`src/rtl/uart_mem_loader.sv`:
```
// uart_mem_loader: loads framed buart bytes into program memory and answers with a status byte
module uart_mem_loader #(
  parameter int ADDR_W = 9,
  parameter int TIMEOUT_CYCLES = 1200000
) (
  input  logic              clk,
  input  logic              reset,
  input  logic              rx_valid,
  input  logic [7:0]        rx_data,
  output logic              rx_rd,
  input  logic              tx_busy,
  output logic              tx_wr,
  output logic [7:0]        tx_data,
  output logic              mem_we,
  output logic [ADDR_W-1:0] mem_waddr,
  output logic [7:0]        mem_wdata,
  output logic              go,
  output logic              loading
);
  typedef enum logic [2:0] {
    S_IDLE, S_ADDR_HI, S_ADDR_LO, S_LEN, S_DATA, S_CHK, S_RESP_WAIT, S_RESP_END
  } state_t;
  state_t r_state, w_state;
  logic              r_rx_rd, w_rx_rd, r_tx_wr, w_tx_wr, r_we, w_we, r_go, w_go, w_acc;
  logic [7:0]        r_tx_data, w_tx_data, r_wdata, w_wdata, r_len, w_len, r_cnt, w_cnt, r_sum, w_sum;
  logic [ADDR_W-1:0] r_waddr, w_waddr, r_addr, w_addr;
`ifdef LOADER_TIMEOUT_EN
  localparam int TW = $clog2(TIMEOUT_CYCLES);
  logic [TW-1:0]     r_to, w_to;
  logic              w_counting;
`endif
  always_comb begin
    w_state   = r_state;
    w_tx_wr   = 1'b0;
    w_tx_data = r_tx_data;
    w_we      = 1'b0;
    w_waddr   = r_waddr;
    w_wdata   = r_wdata;
    w_go      = 1'b0;
    w_addr    = r_addr;
    w_len     = r_len;
    w_cnt     = r_cnt;
    w_sum     = r_sum;
    w_acc     = rx_valid && !r_rx_rd && r_state != S_RESP_WAIT && r_state != S_RESP_END;
    w_rx_rd   = w_acc;
    if (w_acc) begin
      case (r_state)
        S_IDLE: begin
          w_go      = rx_data == 8'h47;
          w_tx_data = w_go ? 8'h4B : r_tx_data;
          w_state   = rx_data == 8'h4C ? S_ADDR_HI : w_go ? S_RESP_WAIT : S_IDLE;
          w_sum     = 8'h00;
          w_cnt     = 8'h00;
        end
        S_ADDR_HI: begin
          w_addr  = ADDR_W'({rx_data, 8'h00});
          w_state = S_ADDR_LO;
        end
        S_ADDR_LO: begin
          w_addr  = (r_addr & ~ADDR_W'(8'hFF)) | ADDR_W'(rx_data);
          w_state = S_LEN;
        end
        S_LEN: begin
          w_len   = rx_data;
          w_state = S_DATA;
        end
        S_DATA: begin
          w_we    = 1'b1;
          w_waddr = r_addr;
          w_wdata = rx_data;
          w_addr  = r_addr + 1'b1;
          w_sum   = r_sum + rx_data;
          w_cnt   = r_cnt + 8'd1;
          w_state = w_cnt == r_len ? S_CHK : S_DATA;
        end
        S_CHK: begin
          w_tx_data = 8'(r_sum + rx_data) == 8'h00 ? 8'h4B : 8'h45;
          w_state   = S_RESP_WAIT;
        end
        default: ;
      endcase
    end
    if (r_state == S_RESP_WAIT && !tx_busy) begin
      w_tx_wr = 1'b1;
      w_state = S_RESP_END;
    end
    if (r_state == S_RESP_END)
      w_state = S_IDLE;
`ifdef LOADER_TIMEOUT_EN
    w_counting = r_state inside {S_ADDR_HI, S_ADDR_LO, S_LEN, S_DATA, S_CHK};
    w_to       = (w_acc || !w_counting) ? '0 : r_to + 1'b1;
    if (!w_acc && w_counting && r_to == TW'(TIMEOUT_CYCLES - 1)) begin
      w_tx_data = 8'h54;
      w_state   = S_RESP_WAIT;
    end
`endif
  end
  always_ff @(posedge clk or posedge reset) begin
    if (reset) begin
      r_state   <= S_IDLE;
      r_rx_rd   <= 1'b0;
      r_tx_wr   <= 1'b0;
      r_tx_data <= 8'h00;
      r_we      <= 1'b0;
      r_waddr   <= '0;
      r_wdata   <= 8'h00;
      r_go      <= 1'b0;
      r_addr    <= '0;
      r_len     <= 8'h00;
      r_cnt     <= 8'h00;
      r_sum     <= 8'h00;
`ifdef LOADER_TIMEOUT_EN
      r_to      <= '0;
`endif
    end else begin
      r_state   <= w_state;
      r_rx_rd   <= w_rx_rd;
      r_tx_wr   <= w_tx_wr;
      r_tx_data <= w_tx_data;
      r_we      <= w_we;
      r_waddr   <= w_waddr;
      r_wdata   <= w_wdata;
      r_go      <= w_go;
      r_addr    <= w_addr;
      r_len     <= w_len;
      r_cnt     <= w_cnt;
      r_sum     <= w_sum;
`ifdef LOADER_TIMEOUT_EN
      r_to      <= w_to;
`endif
    end
  end
  assign rx_rd     = r_rx_rd;
  assign tx_wr     = r_tx_wr;
  assign tx_data   = r_tx_data;
  assign mem_we    = r_we;
  assign mem_waddr = r_waddr;
  assign mem_wdata = r_wdata;
  assign go        = r_go;
  assign loading   = r_state != S_IDLE;
endmodule

```
`config.mk`:
```
export PLATFORM = sky130hd
export DESIGN_NAME = uart_mem_loader
export DESIGN_NICKNAME = d
export VERILOG_FILES = /design/src/rtl/uart_mem_loader.sv
export SDC_FILE = /design/constraint.sdc
export NUM_CORES = 1
export LEC_CHECK = 0
export CORE_ASPECT_RATIO = 0.8
export CORE_MARGIN = 4
export CORE_UTILIZATION = 50
export CTS_CLUSTER_DIAMETER = 30
export DETAILED_ROUTE_END_ITERATION = 8
export PLACE_DENSITY = 0.77
export SYNTH_ARGS = -nofsm -noshare
export SYNTH_HDL_FRONTEND = slang
export SYNTH_SLANG_ARGS = --single-unit
```
`constraint.sdc`:
```
create_clock -name clk -period 5.37 [get_ports clk]
set_input_delay 1.074 -clock clk [delete_from_list [all_inputs] [get_ports clk]]
set_output_delay 1.074 -clock clk [all_outputs]
set_load 0.02 [all_outputs]
```
# Word-level counts from Yosys, hierarchy flattened
# Cells that the tools add are included.
dict set report totals {
  register_bits 65
  out_inout_bits 30
}
dict set report classes {
  add_sub_neg 3
  eq_ne 13
  n_mux 18
  bitwise_logic 1
  n_reduce_logical 20
}
# cell count
set ops {}
lappend ops {{case mux 8 bit (2 select lines)} 3}
lappend ops {{case mux 9 bit (3 select lines)} 1}
lappend ops {{case mux 3 bit (6 select lines)} 1}
lappend ops {{equality test 8 x 7 -> 1 bit (second input constant)} 2}
lappend ops {{two-way mux 3 bit} 5}
lappend ops {{equality test 3 bit (second input constant)} 4}
lappend ops {{AND reduction 2 bit} 5}
lappend ops {{adder 9 x 1 -> 9 bit (second input constant)} 1}
lappend ops {{OR 9 x 8 -> 9 bit} 1}
lappend ops {{nonzero test 3 bit} 3}
lappend ops {{adder 8 x 1 -> 8 bit (second input constant)} 1}
lappend ops {{adder 8 bit} 1}
lappend ops {{equality test 8 bit} 1}
lappend ops {{zero test 8 bit} 1}
lappend ops {{two-way mux 8 bit} 1}
lappend ops {{nonzero test 8 bit} 1}
lappend ops {{equality test 3 x 2 -> 1 bit (second input constant)} 2}
lappend ops {{two-way mux 1 bit} 6}
lappend ops {{!= test 3 bit (second input constant)} 2}
lappend ops {{logical AND 1 bit} 4}
lappend ops {{two-way mux 4 bit} 1}
lappend ops {{nonzero test 2 bit} 2}
lappend ops {{equality test 3 x 1 -> 1 bit (second input constant)} 1}
lappend ops {{zero test 3 bit} 1}
lappend ops {{other kinds (3)} 4}

# Logic depth before layout (Yosys ltp)
# Gate-level depths: netlist of the first run.
dict set report logic_depth {
  ltp_word 7
  mapped_depth 8
}

# Worst setup path before layout of the first run
# OpenSTA, ideal clock, no wires.
dict set report synth_timing {
  path_type {in2reg}
  startpoint {in rx_data[0]}
  endpoint {reg r_tx_data[2] (netlist: tx_data[2])}
  t_arrival_ns 2.675
  t_required_ns 5.243
  slack_ns 2.568
  path_stages 8
  n_path_buf 0
  path_cell_list {ha_1 inv_1 fa_1 nor2b_1 o22ai_2 xnor2_1 o41a_1 nand3b_1}
}
dict set report synth_between {
  elab_chain_len 4
  word_cells_on_any_way 7
  classes_between {add/sub: 1; eq/ne: 2; mux: 2; reduce/logical: 2}
}
# item line
set synth_rtl {}
lappend synth_rtl {{from (decl)} 9} ;# input logic [7:0] rx_data,
lappend synth_rtl {{adder 8 bit} 77} ;# w_tx_data = 8'(r_sum + rx_data) == 8'h00 ? 8'h4B : 8'h45;
lappend synth_rtl {{zero test 8 bit} 77}
lappend synth_rtl {{two-way mux 4 bit} 77}
lappend synth_rtl {{case mux 8 bit (2 select lines)} 47} ;# case (r_state)
lappend synth_rtl {{to (signal assigned)} 119} ;# r_tx_data <= w_tx_data;
lappend synth_rtl {{to (decl)} 25} ;# logic [7:0] r_tx_data, w_tx_data, r_wdata, w_wdata, r_len, w_len, r_cnt, w_cnt, r_sum, w_sum;
# Parallel ways exist; a longest one is shown, timed or not.
# A chain may end at the register's enable or synchronous reset.

# Final worst setup path of the first run
# Ends and elaborated chain as after synthesis.

==> impl_metrics.prom, run 1 <==
# TYPE chip_impl_metric gauge
chip_impl_metric{name="synth-async-reset-ratio",unit="%"} 100
chip_impl_metric{name="maxCapViolations",unit=""} 0
chip_impl_metric{name="grt_first_pass_wirelength",unit="µm"} 13500
chip_impl_metric{name="utilization",unit="%"} 60.7
chip_impl_metric{name="floorplan.die_area",unit="mm²"} 0.00808
chip_impl_metric{name="clk-insertion-delay-late",unit="ps"} 340
chip_impl_metric{name="slew_violations",unit=""} 0
chip_impl_metric{name="grt_use_total",unit="%"} 21.3
chip_impl_metric{name="finalWirelength",unit="µm"} 7870
chip_impl_metric{name="avgViaCountPerCell",unit=""} 5.82
chip_impl_info{name="layout.cells.most_common",value="nand2_1"} 1
chip_impl_metric{name="crit_path_max_incr_delay",unit="ps"} 640
chip_impl_metric{name="setup_viol_count_final",unit=""} 0
chip_impl_metric{name="critPathArrivalTime",unit="ps"} 3560
chip_impl_metric{name="htreeDepth",unit=""} 3
chip_impl_metric{name="use_met3",unit="%"} 5.92
chip_impl_info{name="cpMaxStageDelayCell",value="clkdlybuf4s50_1"} 1
chip_impl_metric{name="grt_antenna_before_repair",unit=""} 0
chip_impl_metric{name="number_of_iterations_in_the_first_detailed_routing_pass",unit=""} 4
chip_impl_metric{name="gp_congestion",unit=""} 0.866
chip_impl_metric{name="cts-root-to-sink-buffers",unit=""} 2
chip_impl_metric{name="area_delta_synth_final",unit="%"} 16.8
chip_impl_metric{name="power.leakage",unit="nW"} 1.75
chip_impl_metric{name="final_net_count",unit=""} 410
chip_impl_metric{name="maximum_number_of_pins_on_one_net_before_global_route_repair",unit=""} 61
chip_impl_metric{name="power.internal",unit="mW"} 1.25
chip_impl_metric{name="grtUsageMet1",unit="%"} 28.3
chip_impl_info{name="critical_path.startpoint_type",value="primary input"} 1
chip_impl_metric{name="start_util",unit="%"} 52.0
chip_impl_metric{name="post_cts.repair.setup_buffers",unit=""} 0
chip_impl_metric{name="data_required_time_of_the_critical_path",unit="ps"} 5600
chip_impl_metric{name="path_buf_inv",unit=""} 2
chip_impl_metric{name="grt_util_met2",unit="%"} 34.1
chip_impl_metric{name="max_slew_margin",unit="%"} 46.6
chip_impl_metric{name="cts_repair_resize_count",unit=""} 0
chip_impl_metric{name="drc",unit=""} 0
chip_impl_metric{name="first_global_vias",unit=""} 2744
chip_impl_metric{name="numClockSinks",unit=""} 60
chip_impl_metric{name="worst-path-max-fanout",unit=""} 6
chip_impl_metric{name="detailed_place.area",unit="mm²"} 0.00371
chip_impl_metric{name="cts_hold_buf",unit=""} 0
chip_impl_metric{name="row_count",unit=""} 26
chip_impl_info{name="most-common-layout-cells",value="nand2_1, dfrtp_1, clkdlybuf4s50_1"} 1
chip_impl_metric{name="fin_hold_ws",unit="ps"} 477
chip_impl_metric{name="tightest_slew",unit="ps"} 800
chip_impl_metric{name="final_hold_viol_count",unit=""} 0
chip_impl_metric{name="globalRoute.totalOverflow",unit=""} 0
chip_impl_metric{name="stdcell_area",unit="mm²"} 0.00391
chip_impl_metric{name="hpwlAfterDp",unit="µm"} 5230
chip_impl_metric{name="drt.antenna.violating_nets",unit=""} 0
chip_impl_metric{name="synth_warnings",unit=""} 0
chip_impl_metric{name="vdd.ir_drop.worst",unit="mV"} 0.287
chip_impl_metric{name="core_region_area",unit="mm²"} 0.00644
chip_impl_metric{name="setup_total_negative_slack",unit="ps"} 0
chip_impl_metric{name="vias",unit=""} 2776
chip_impl_metric{name="ios",unit=""} 42
chip_impl_info{name="synthFlopType",value="dfrtp_1"} 1
chip_impl_metric{name="numPortBuffers",unit=""} 38
chip_impl_metric{name="p_switching",unit="mW"} 0.852
chip_impl_metric{name="clk_slew_on_worst_s_h_paths",unit="ps"} 70
chip_impl_metric{name="placed_cells_incl_taps",unit=""} 461
chip_impl_metric{name="num_antenna_cells",unit=""} 0
chip_impl_info{name="tritoncts",value="built"} 1
chip_impl_metric{name="post_synth_instance_area",unit="mm²"} 0.00335
chip_impl_metric{name="switching_share",unit="%"} 40.5
chip_impl_info{name="clock_root_cell",value="clkbuf_8"} 1
chip_impl_info{name="critPathTopFamily",value="buffers and inverters"} 1
chip_impl_metric{name="post_synth.cell_area_avg",unit="µm²"} 9.33
chip_impl_info{name="cell_chain_of_the_critical_path",value="clkdlybuf4s50_1 > ha_1 > inv_1 > fa_1 > nor2b_1 > o22ai_2 > xnor2_1 > o41a_1 > nand3b_1"} 1
chip_impl_metric{name="final_cell_count_no_fill",unit=""} 477
chip_impl_metric{name="timing.final.crit_period",unit="ps"} 3340
chip_impl_metric{name="finalCritPeriodShare",unit="%"} 62.2
chip_impl_metric{name="combPwrFrac",unit="%"} 43.4
chip_impl_info{name="cp-end-kind",value="flop"} 1
chip_impl_metric{name="postSynthRegisterBits",unit=""} 60
chip_impl_metric{name="p_seq_share",unit="%"} 37.0
chip_impl_metric{name="fin_worst_skew",unit="ps"} 9.46
chip_impl_metric{name="routed_wire_length_per_instance",unit="µm"} 16.5
chip_impl_metric{name="seq_area_frac_synth",unit="%"} 44.8
chip_impl_metric{name="fmaxAchievable",unit="MHz"} 300
chip_impl_metric{name="number_of_buffers_created_by_cts",unit=""} 9
chip_impl_metric{name="p_per_area",unit="mW/mm²"} 537
chip_impl_metric{name="drive_gt1_share",unit="%"} 9.67
chip_impl_metric{name="detail_route.iter0.violations",unit=""} 229
chip_impl_metric{name="layout.filler_cells",unit=""} 559
chip_impl_info{name="grt_setup_unrepaired",value="false"} 1
chip_impl_info{name="criticalPathCategory",value="in2reg"} 1
chip_impl_info{name="run_status",value="complete, no violations"} 1
chip_impl_metric{name="floorplan.die.height",unit="µm"} 81.2
chip_impl_metric{name="syn_inst",unit=""} 359
chip_impl_metric{name="post_synth_num_cell_types",unit=""} 66
chip_impl_metric{name="die_x",unit="µm"} 99.5
chip_impl_info{name="global_route_layer_with_the_greatest_usage",value="met2"} 1
chip_impl_info{name="hold_path.class",value="reg2reg"} 1
chip_impl_metric{name="pwr-share-clk",unit="%"} 19.6
chip_impl_metric{name="synth_enable_flop_cells",unit=""} 0
synth_stat cells (all sizes together), types with 5 or more instances:
library cell	count	area share, %
nand2	71	8.2
o2bb2ai	5	1.3
inv	13	1.5
nor3b	6	1.5
buf	18	3.7
a22o	5	1.3
mux2	7	2.4
nand2b	5	0.93
nand3	6	0.90
a31oi	5	0.93
clkbuf	6	0.67
xor2	8	2.1
dfrtp	60	45
xnor2	8	2.1
o21ai	34	5.2
a21oi	14	2.1
ha	9	3.4
nor2	16	1.9
kinds of logic (layout without fill, tap and decap cells):
family	count (synthesis)	count (layout)	share of synthesized area, %
flops	60	60	44.8
compound gates	96	96	19.6
buf+inv	37	69	5.83
simple gates	132	132	19.1
other cells	1	3	0.112
fa+ha+maj	10	10	3.96
xor+xnor	16	16	4.18
mux	7	7	2.35
flip-flops by register name, indices dropped and copies added (netlist names), 3 cells and up:
register	cells
tx_data	3
mem_wdata	8
r_sum	8
r_addr	9
r_len	8
r_state	3
r_cnt	8
mem_waddr	9
worst min-delay path: cells and delay by family, from the launching register on:
kind | cells | cell delay, ps
DFF | 1 | 340
and+or+nand+nor | 2 | 100
final timing paths:
kind / startpoint / endpoint / slack (ps) / cells past startpoint
max: rx_data[0] / tx_data[2]$_DFFE_PP0P_ / 2030 / 9
min: mem_waddr[0]$_DFFE_PP0P_ / mem_waddr[0]$_DFFE_PP0P_ / 480 / 2
max reg2reg: rx_rd$_DFF_PP0_ / r_cnt[7]$_DFFE_PP0P_ / 2980 / 7
min reg2reg: mem_waddr[0]$_DFFE_PP0P_ / mem_waddr[0]$_DFFE_PP0P_ / 480 / 2
max in group asynchronous: reset / mem_wdata[3]$_DFFE_PP0P_ / 3590 / 3
min in group asynchronous: reset / mem_we$_DFF_PP0_ / 1260 / 3
cell type report:
| cell class | count | area [µm²] | area share, % |
|---|---|---|---|
| clock buffers | 9 | 124 | 3.17 |
| repair buffers | 40 | 395 | 10.1 |
| flip-flops and latches | 60 | 1500 | 38.4 |
| multi-input cells | 264 | 1660 | 42.5 |
| inverters | 13 | 48.8 | 1.25 |
| well taps | 84 | 105 | 2.69 |
| clock inverters | 7 | 76.3 | 1.95 |
power groups by stage:
| stage | clock network [mW] | logic, mW | registers (mW) |
|---|---|---|---|
| final | 0.412 | 0.912 | 0.777 |
| after global routing | 0.447 | 1.00 | 0.802 |
| after CTS | 0.421 | 0.913 | 0.774 |
| after detailed placement | 0 | 0.906 | 0.781 |
| after global placement | 0 | 0.884 | 0.774 |
| after floorplan | 0 | 0.595 | 0.807 |
stage by stage:
step	power [mW]	setup slack, ps
6_report	2.10	2030
4_1_cts	2.11	2070
3_5_place_dp	1.69	1700
2_1_floorplan	1.40	2570
5_1_grt	2.25	1900
3_3_place_gp	1.66	1810
routing by layer:
layer,up-vias,wire length (µm)
met1,1350,3610
met5,-,0
met2,94,3590
met4,0,99
met3,11,563
li1,1321,-
(Power assumes the default switching activity.)
==> run 2: changes to the inputs <==
- clock period: 5.37 -> 3.1 ns (I/O delays scaled with it)
==> run 2 against run 1 <==
Net effect:
- utilization grew 1.7 points
- largest cell class unchanged
- final cell count grew 2.1%
- global-route usage grew 0.61 points
==> impl_metrics.prom, run 2 (synthesized netlist as in run 1, its figures left out) <==
# TYPE chip_impl_metric gauge
chip_impl_metric{name="post_cts.repair.setup_buffers",unit=""} 0
chip_impl_metric{name="final_net_count",unit=""} 420
chip_impl_info{name="tritoncts",value="built"} 1
chip_impl_metric{name="slew_violations",unit=""} 0
chip_impl_info{name="critical_path.startpoint_type",value="primary input"} 1
chip_impl_info{name="criticalPathCategory",value="in2reg"} 1
chip_impl_metric{name="numPortBuffers",unit=""} 38
chip_impl_info{name="most-common-layout-cells",value="nand2_1, dfrtp_1, clkdlybuf4s50_1"} 1
chip_impl_metric{name="utilization",unit="%"} 62.5
chip_impl_metric{name="max_slew_margin",unit="%"} 41.6
chip_impl_metric{name="cts_repair_resize_count",unit=""} 0
chip_impl_metric{name="layout.filler_cells",unit=""} 509
chip_impl_metric{name="htreeDepth",unit=""} 3
chip_impl_metric{name="floorplan.die_area",unit="mm²"} 0.00808
chip_impl_metric{name="first_global_vias",unit=""} 2774
chip_impl_metric{name="vdd.ir_drop.worst",unit="mV"} 0.550
chip_impl_info{name="clock_root_cell",value="clkbuf_8"} 1
chip_impl_info{name="grt_setup_unrepaired",value="false"} 1
chip_impl_metric{name="gp_congestion",unit=""} 0.934
chip_impl_metric{name="maxCapViolations",unit=""} 0
chip_impl_info{name="hold_path.class",value="reg2reg"} 1
chip_impl_metric{name="fin_worst_skew",unit="ps"} 5.80
chip_impl_metric{name="core_region_area",unit="mm²"} 0.00644
chip_impl_metric{name="globalRoute.totalOverflow",unit=""} 0
chip_impl_metric{name="setup_viol_count_final",unit=""} 0
chip_impl_metric{name="area_delta_synth_final",unit="%"} 20.1
chip_impl_metric{name="number_of_iterations_in_the_first_detailed_routing_pass",unit=""} 5
chip_impl_metric{name="drc",unit=""} 0
chip_impl_metric{name="floorplan.die.height",unit="µm"} 81.2
chip_impl_metric{name="p_per_area",unit="mW/mm²"} 930
chip_impl_metric{name="tightest_slew",unit="ps"} 874
chip_impl_metric{name="cts-root-to-sink-buffers",unit=""} 2
chip_impl_metric{name="worst-path-max-fanout",unit=""} 3
chip_impl_metric{name="data_required_time_of_the_critical_path",unit="ps"} 3320
chip_impl_metric{name="start_util",unit="%"} 52.0
chip_impl_info{name="layout.cells.most_common",value="nand2_1"} 1
chip_impl_metric{name="drive_gt1_share",unit="%"} 11.9
chip_impl_metric{name="drt.antenna.violating_nets",unit=""} 0
chip_impl_metric{name="die_x",unit="µm"} 99.5
chip_impl_metric{name="setup_total_negative_slack",unit="ps"} 0
chip_impl_info{name="cp-end-kind",value="flop"} 1
chip_impl_metric{name="grt_use_total",unit="%"} 21.9
chip_impl_metric{name="detail_route.iter0.violations",unit=""} 248
chip_impl_metric{name="fmaxAchievable",unit="MHz"} 372
chip_impl_metric{name="cts_hold_buf",unit=""} 0
chip_impl_info{name="run_status",value="complete, no violations"} 1
chip_impl_metric{name="hpwlAfterDp",unit="µm"} 5550
chip_impl_metric{name="final_hold_viol_count",unit=""} 0
chip_impl_metric{name="power.leakage",unit="nW"} 1.81
chip_impl_metric{name="clk_slew_on_worst_s_h_paths",unit="ps"} 70
chip_impl_metric{name="number_of_buffers_created_by_cts",unit=""} 9
chip_impl_metric{name="num_antenna_cells",unit=""} 0
chip_impl_metric{name="ios",unit=""} 42
chip_impl_metric{name="numClockSinks",unit=""} 60
chip_impl_metric{name="timing.final.crit_period",unit="ps"} 2690
chip_impl_metric{name="finalCritPeriodShare",unit="%"} 86.8
chip_impl_metric{name="routed_wire_length_per_instance",unit="µm"} 16.6
chip_impl_metric{name="grt_antenna_before_repair",unit=""} 0
chip_impl_metric{name="finalWirelength",unit="µm"} 8070
chip_impl_metric{name="row_count",unit=""} 26
chip_impl_metric{name="vias",unit=""} 2837
chip_impl_metric{name="clk-insertion-delay-late",unit="ps"} 340
chip_impl_metric{name="critPathArrivalTime",unit="ps"} 2910
chip_impl_metric{name="maximum_number_of_pins_on_one_net_before_global_route_repair",unit=""} 41
chip_impl_metric{name="grt_first_pass_wirelength",unit="µm"} 13800
chip_impl_metric{name="avgViaCountPerCell",unit=""} 5.83
==> run 2: cell count changes in the layout (fill, tap and decap cells not counted), sizes merged <==
cell	previous run	this run
clkinv	3	1
buf	2	12
clkinvlp	2	3
bufinv	1	2
==> run 2: critical path: stages <==
cell and delay (ps):
clkdlybuf4s50_1 490, ha_1 200, inv_1 60, fa_1 410, nor2b_1 240, o22ai_2 120, xnor2_1 150, o41a_1 440
nand3b_1 180
==> run 2: area by class of cell <==
cell class	count	area, µm²	share of cell area [%]
clock buffer	9	124	3.08
clock inverter	7	100	2.49
inverter	13	48.8	1.21
multi-input combinational	264	1660	41.3
sequential	60	1500	37.3
tap	84	105	2.61
timing repair buffer	50	483	12.0
==> run 2: worst paths after layout <==
path	from	end	slack, ps	cells after the start
max reg2reg	r_sum[0]$_DFFE_PP0P_	tx_data[2]$_DFFE_PP0P_	830	8
min reg2reg	mem_waddr[0]$_DFFE_PP0P_	mem_waddr[0]$_DFFE_PP0P_	470	2
min in group asynchronous	reset	mem_waddr[7]$_DFFE_PP0P_	780	2
max in group asynchronous	reset	r_sum[6]$_DFFE_PP0P_	1700	3
min	mem_waddr[0]$_DFFE_PP0P_	mem_waddr[0]$_DFFE_PP0P_	470	2
max	rx_data[0]	tx_data[2]$_DFFE_PP0P_	410	9
==> run 2: power breakdown <==
group,switching (mW),internal [mW]
clock,0.333,0.456
combinational,0.872,0.736
sequential,0.275,1.07
==> run 2: layer usage <==
layer | track usage [%] | up-vias | routed length [µm]
met5 | 0 | - | 0
met4 | 7.23 | 0 | 151
met3 | 6.18 | 14 | 495
met2 | 33.4 | 106 | 3610
met1 | 30.2 | 1367 | 3820
li1 | - | 1350 | -
==> run 2: stage by stage <==
stage / hold slack [ps] / cells / instance area (µm²) / power [mW] / setup WS [ps]
4_1_cts: 480 / 487 / 4020 / 3.75 / 420
6_report: 474 / 487 / 4020 / 3.74 / 409
3_3_place_gp: 457 / 471 / 3800 / 2.88 / 127
3_5_place_dp: 462 / 471 / 3800 / 2.94 / 56.4
2_1_floorplan: 454 / 361 / 3360 / 2.43 / 752
5_1_grt: 516 / 487 / 4020 / 4.01 / 318
==> run 3: changes to the inputs <==
- RECOVER_POWER: unset -> 100
==> run 3 against run 2 <==
Net effect:
- the run now ends with capacitance limit, slew limit left
- flip-flop and latch count is the same
- critical path type unchanged
- design area shrank 1.1%
- hold slack lost 6.4 ps
- critical endpoint is now tx_data[3]$_DFFE_PP0P_
- clock skew is essentially flat
- utilization shrank 0.68 points
- register-to-register slack lost 160 ps
- fmax shrank 1.8%
- clock power is essentially flat
- non-clock buffer count is the same
- sequential power is essentially flat
- die area is the same
- count of clock-buffer cells in the layout is the same
==> impl_metrics.prom, run 3 (synthesized netlist as in run 1, its figures left out) <==
# TYPE chip_impl_metric gauge
chip_impl_metric{name="tightest_slew",unit="ps"} 1520
chip_impl_metric{name="first_global_vias",unit=""} 2774
chip_impl_metric{name="fmaxAchievable",unit="MHz"} 365
chip_impl_metric{name="globalRoute.totalOverflow",unit=""} 0
chip_impl_metric{name="p_per_area",unit="mW/mm²"} 921
chip_impl_info{name="hold_path.class",value="reg2reg"} 1
chip_impl_metric{name="vdd.ir_drop.worst",unit="mV"} 0.529
chip_impl_info{name="criticalPathCategory",value="in2reg"} 1
chip_impl_metric{name="clk-insertion-delay-late",unit="ps"} 340
chip_impl_metric{name="final_hold_viol_count",unit=""} 0
chip_impl_metric{name="start_util",unit="%"} 52.0
chip_impl_metric{name="detail_route.iter0.violations",unit=""} 255
chip_impl_info{name="run_status",value="finished, violations left"} 1
chip_impl_metric{name="final_cell_count_no_fill",unit=""} 487
chip_impl_info{name="tritoncts",value="built"} 1
chip_impl_metric{name="drive_gt1_share",unit="%"} 9.93
chip_impl_metric{name="timing.hold.worst_path_depth",unit=""} 2
chip_impl_metric{name="ios",unit=""} 42
chip_impl_metric{name="avgViaCountPerCell",unit=""} 5.82
chip_impl_info{name="cp-end-kind",value="flop"} 1
chip_impl_metric{name="power.leakage",unit="nW"} 1.84
chip_impl_metric{name="grt_first_pass_wirelength",unit="µm"} 13800
chip_impl_metric{name="grt_use_total",unit="%"} 21.9
chip_impl_info{name="min_delay_worst_endpoint",value="mem_waddr[3]$_DFFE_PP0P_"} 1
chip_impl_info{name="layout.cells.most_common",value="nand2_1"} 1
chip_impl_info{name="cpMaxStageDelayCell",value="dlygate4sd3_1"} 1
chip_impl_metric{name="crit_path_max_incr_delay",unit="ps"} 560
chip_impl_metric{name="num_antenna_cells",unit=""} 0
chip_impl_metric{name="post-layout-total-power",unit="mW"} 3.66
chip_impl_metric{name="post_cts.repair.setup_buffers",unit=""} 0
chip_impl_metric{name="pwr-share-clk",unit="%"} 21.6
chip_impl_info{name="clock_root_cell",value="clkbuf_8"} 1
chip_impl_metric{name="area_delta_synth_final",unit="%"} 18.8
chip_impl_metric{name="worst_r2r_path_depth",unit=""} 6
chip_impl_metric{name="utilization",unit="%"} 61.8
chip_impl_metric{name="floorplan.die_area",unit="mm²"} 0.00808
chip_impl_metric{name="maximum_number_of_pins_on_one_net_before_global_route_repair",unit=""} 41
chip_impl_metric{name="core_region_area",unit="mm²"} 0.00644
chip_impl_metric{name="cts-root-to-sink-buffers",unit=""} 2
chip_impl_metric{name="numClockSinks",unit=""} 60
chip_impl_metric{name="critPathArrivalTime",unit="ps"} 2990
chip_impl_metric{name="gp_congestion",unit=""} 0.934
chip_impl_metric{name="grt_antenna_before_repair",unit=""} 0
chip_impl_metric{name="rrSetupSlack",unit="ps"} 670
chip_impl_metric{name="htreeDepth",unit=""} 3
chip_impl_metric{name="switching_share",unit="%"} 40.0
chip_impl_metric{name="combPwrFrac",unit="%"} 41.9
chip_impl_info{name="critical_path.startpoint_type",value="primary input"} 1
chip_impl_metric{name="floorplan.die.height",unit="µm"} 81.2
chip_impl_metric{name="stdcell_area",unit="mm²"} 0.00398
chip_impl_metric{name="detailed_place.area",unit="mm²"} 0.00380
chip_impl_metric{name="die_x",unit="µm"} 99.5
chip_impl_metric{name="worst-path-max-fanout",unit=""} 3
chip_impl_info{name="grt_setup_unrepaired",value="false"} 1
chip_impl_metric{name="timing.final.crit_period",unit="ps"} 2740
chip_impl_metric{name="fin_hold_ws",unit="ps"} 468
chip_impl_metric{name="numPortBuffers",unit=""} 38
chip_impl_metric{name="cts_repair_resize_count",unit=""} 0
chip_impl_metric{name="slew_violations",unit=""} 41
chip_impl_metric{name="finalCritPeriodShare",unit="%"} 88.4
chip_impl_metric{name="data_required_time_of_the_critical_path",unit="ps"} 3360
chip_impl_metric{name="p_switching",unit="mW"} 1.47
chip_impl_metric{name="max_slew_margin",unit="%"} -1.70
chip_impl_metric{name="hpwlAfterDp",unit="µm"} 5550
chip_impl_metric{name="power.internal",unit="mW"} 2.20
chip_impl_info{name="regToRegEndpoint",value="r_cnt[2]$_DFFE_PP0P_"} 1
chip_impl_metric{name="number_of_iterations_in_the_first_detailed_routing_pass",unit=""} 5
chip_impl_metric{name="placed_cells_incl_taps",unit=""} 471
chip_impl_metric{name="final_net_count",unit=""} 420
chip_impl_info{name="cell_chain_of_the_critical_path",value="dlygate4sd3_1 > ha_1 > inv_1 > fa_1 > nor2b_1 > o22ai_2 > xnor2_1 > o41a_1 > nor3b_1"} 1
chip_impl_metric{name="drc",unit=""} 0
chip_impl_metric{name="finalWirelength",unit="µm"} 8080
chip_impl_metric{name="row_count",unit=""} 26
chip_impl_metric{name="p_seq_share",unit="%"} 36.5
chip_impl_info{name="hold_path.startpoint",value="mem_waddr[3]$_DFFE_PP0P_"} 1
chip_impl_info{name="violations",value="capacitance limit, slew limit"} 1
chip_impl_metric{name="setup_viol_count_final",unit=""} 0
chip_impl_metric{name="path_buf_inv",unit=""} 2
chip_impl_metric{name="clk_slew_on_worst_s_h_paths",unit="ps"} 70
chip_impl_metric{name="maxCapViolations",unit=""} 1
chip_impl_metric{name="routed_wire_length_per_instance",unit="µm"} 16.6
chip_impl_info{name="r2r-start",value="r_state[0]$_DFFE_PP0P_"} 1
chip_impl_metric{name="drt.antenna.violating_nets",unit=""} 0
chip_impl_metric{name="setup_total_negative_slack",unit="ps"} 0
chip_impl_metric{name="cts_hold_buf",unit=""} 0
chip_impl_metric{name="number_of_buffers_created_by_cts",unit=""} 9
chip_impl_info{name="critPathTopFamily",value="buffers and inverters"} 1
chip_impl_info{name="most-common-layout-cells",value="nand2_1, dfrtp_1, o21ai_0"} 1
chip_impl_metric{name="fin_worst_skew",unit="ps"} 5.89
chip_impl_metric{name="vias",unit=""} 2834
chip_impl_metric{name="final_critical_path_setup_slack",unit="ps"} 361
chip_impl_metric{name="dp_slack",unit="ps"} 56.4
run 3: layout make-up:
class	instances	area, µm²
fill	524	2460
multi-input combinational	264	1650
sequential	60	1500
timing repair buffer	50	450
clock buffer	9	124
tap	84	105
clock inverter	7	100
inverter	13	48.8
run 3: power by group through the flow:
stage | combinational [mW] | sequential, mW | clock (mW)
4_1_cts | 1.60 | 1.34 | 0.807
3_3_place_gp | 1.55 | 1.34 | 0
6_report | 1.54 | 1.34 | 0.790
3_5_place_dp | 1.59 | 1.35 | 0
5_1_grt | 1.69 | 1.39 | 0.853
2_1_floorplan | 1.03 | 1.40 | 0
run 3: worst max path at each step:
stage / start / endpoint / depth (start not counted)
after floorplan: rx_data[0] / tx_data[2]$_DFFE_PP0P_ / 8
after global placement: rx_data[0] / tx_data[2]$_DFFE_PP0P_ / 9
after detailed placement: rx_data[0] / tx_data[2]$_DFFE_PP0P_ / 9
after CTS: rx_data[0] / tx_data[2]$_DFFE_PP0P_ / 9
after global routing: reset / r_len[0]$_DFFE_PP0P_ / 3
final: rx_data[0] / tx_data[3]$_DFFE_PP0P_ / 9
run 3: worst reg2reg max path, delay by kind of cell, from the launching register on:
family,cells,cell delay [ps]
buf+inv,2,800
compound gates,1,150
flops,1,550
simple gates,3,860
run 3: layer usage:
metal / global-route usage (%) / routed length [µm] / share of wire, % / vias to the layer above
li1: - / - / - / 1348
met1: 30.2 / 3830 / 47 / 1361
met2: 33.4 / 3600 / 45 / 108
met3: 6.18 / 503 / 6.2 / 17
met4: 7.23 / 153 / 1.9 / 0
met5: 0 / 0 / 0 / -
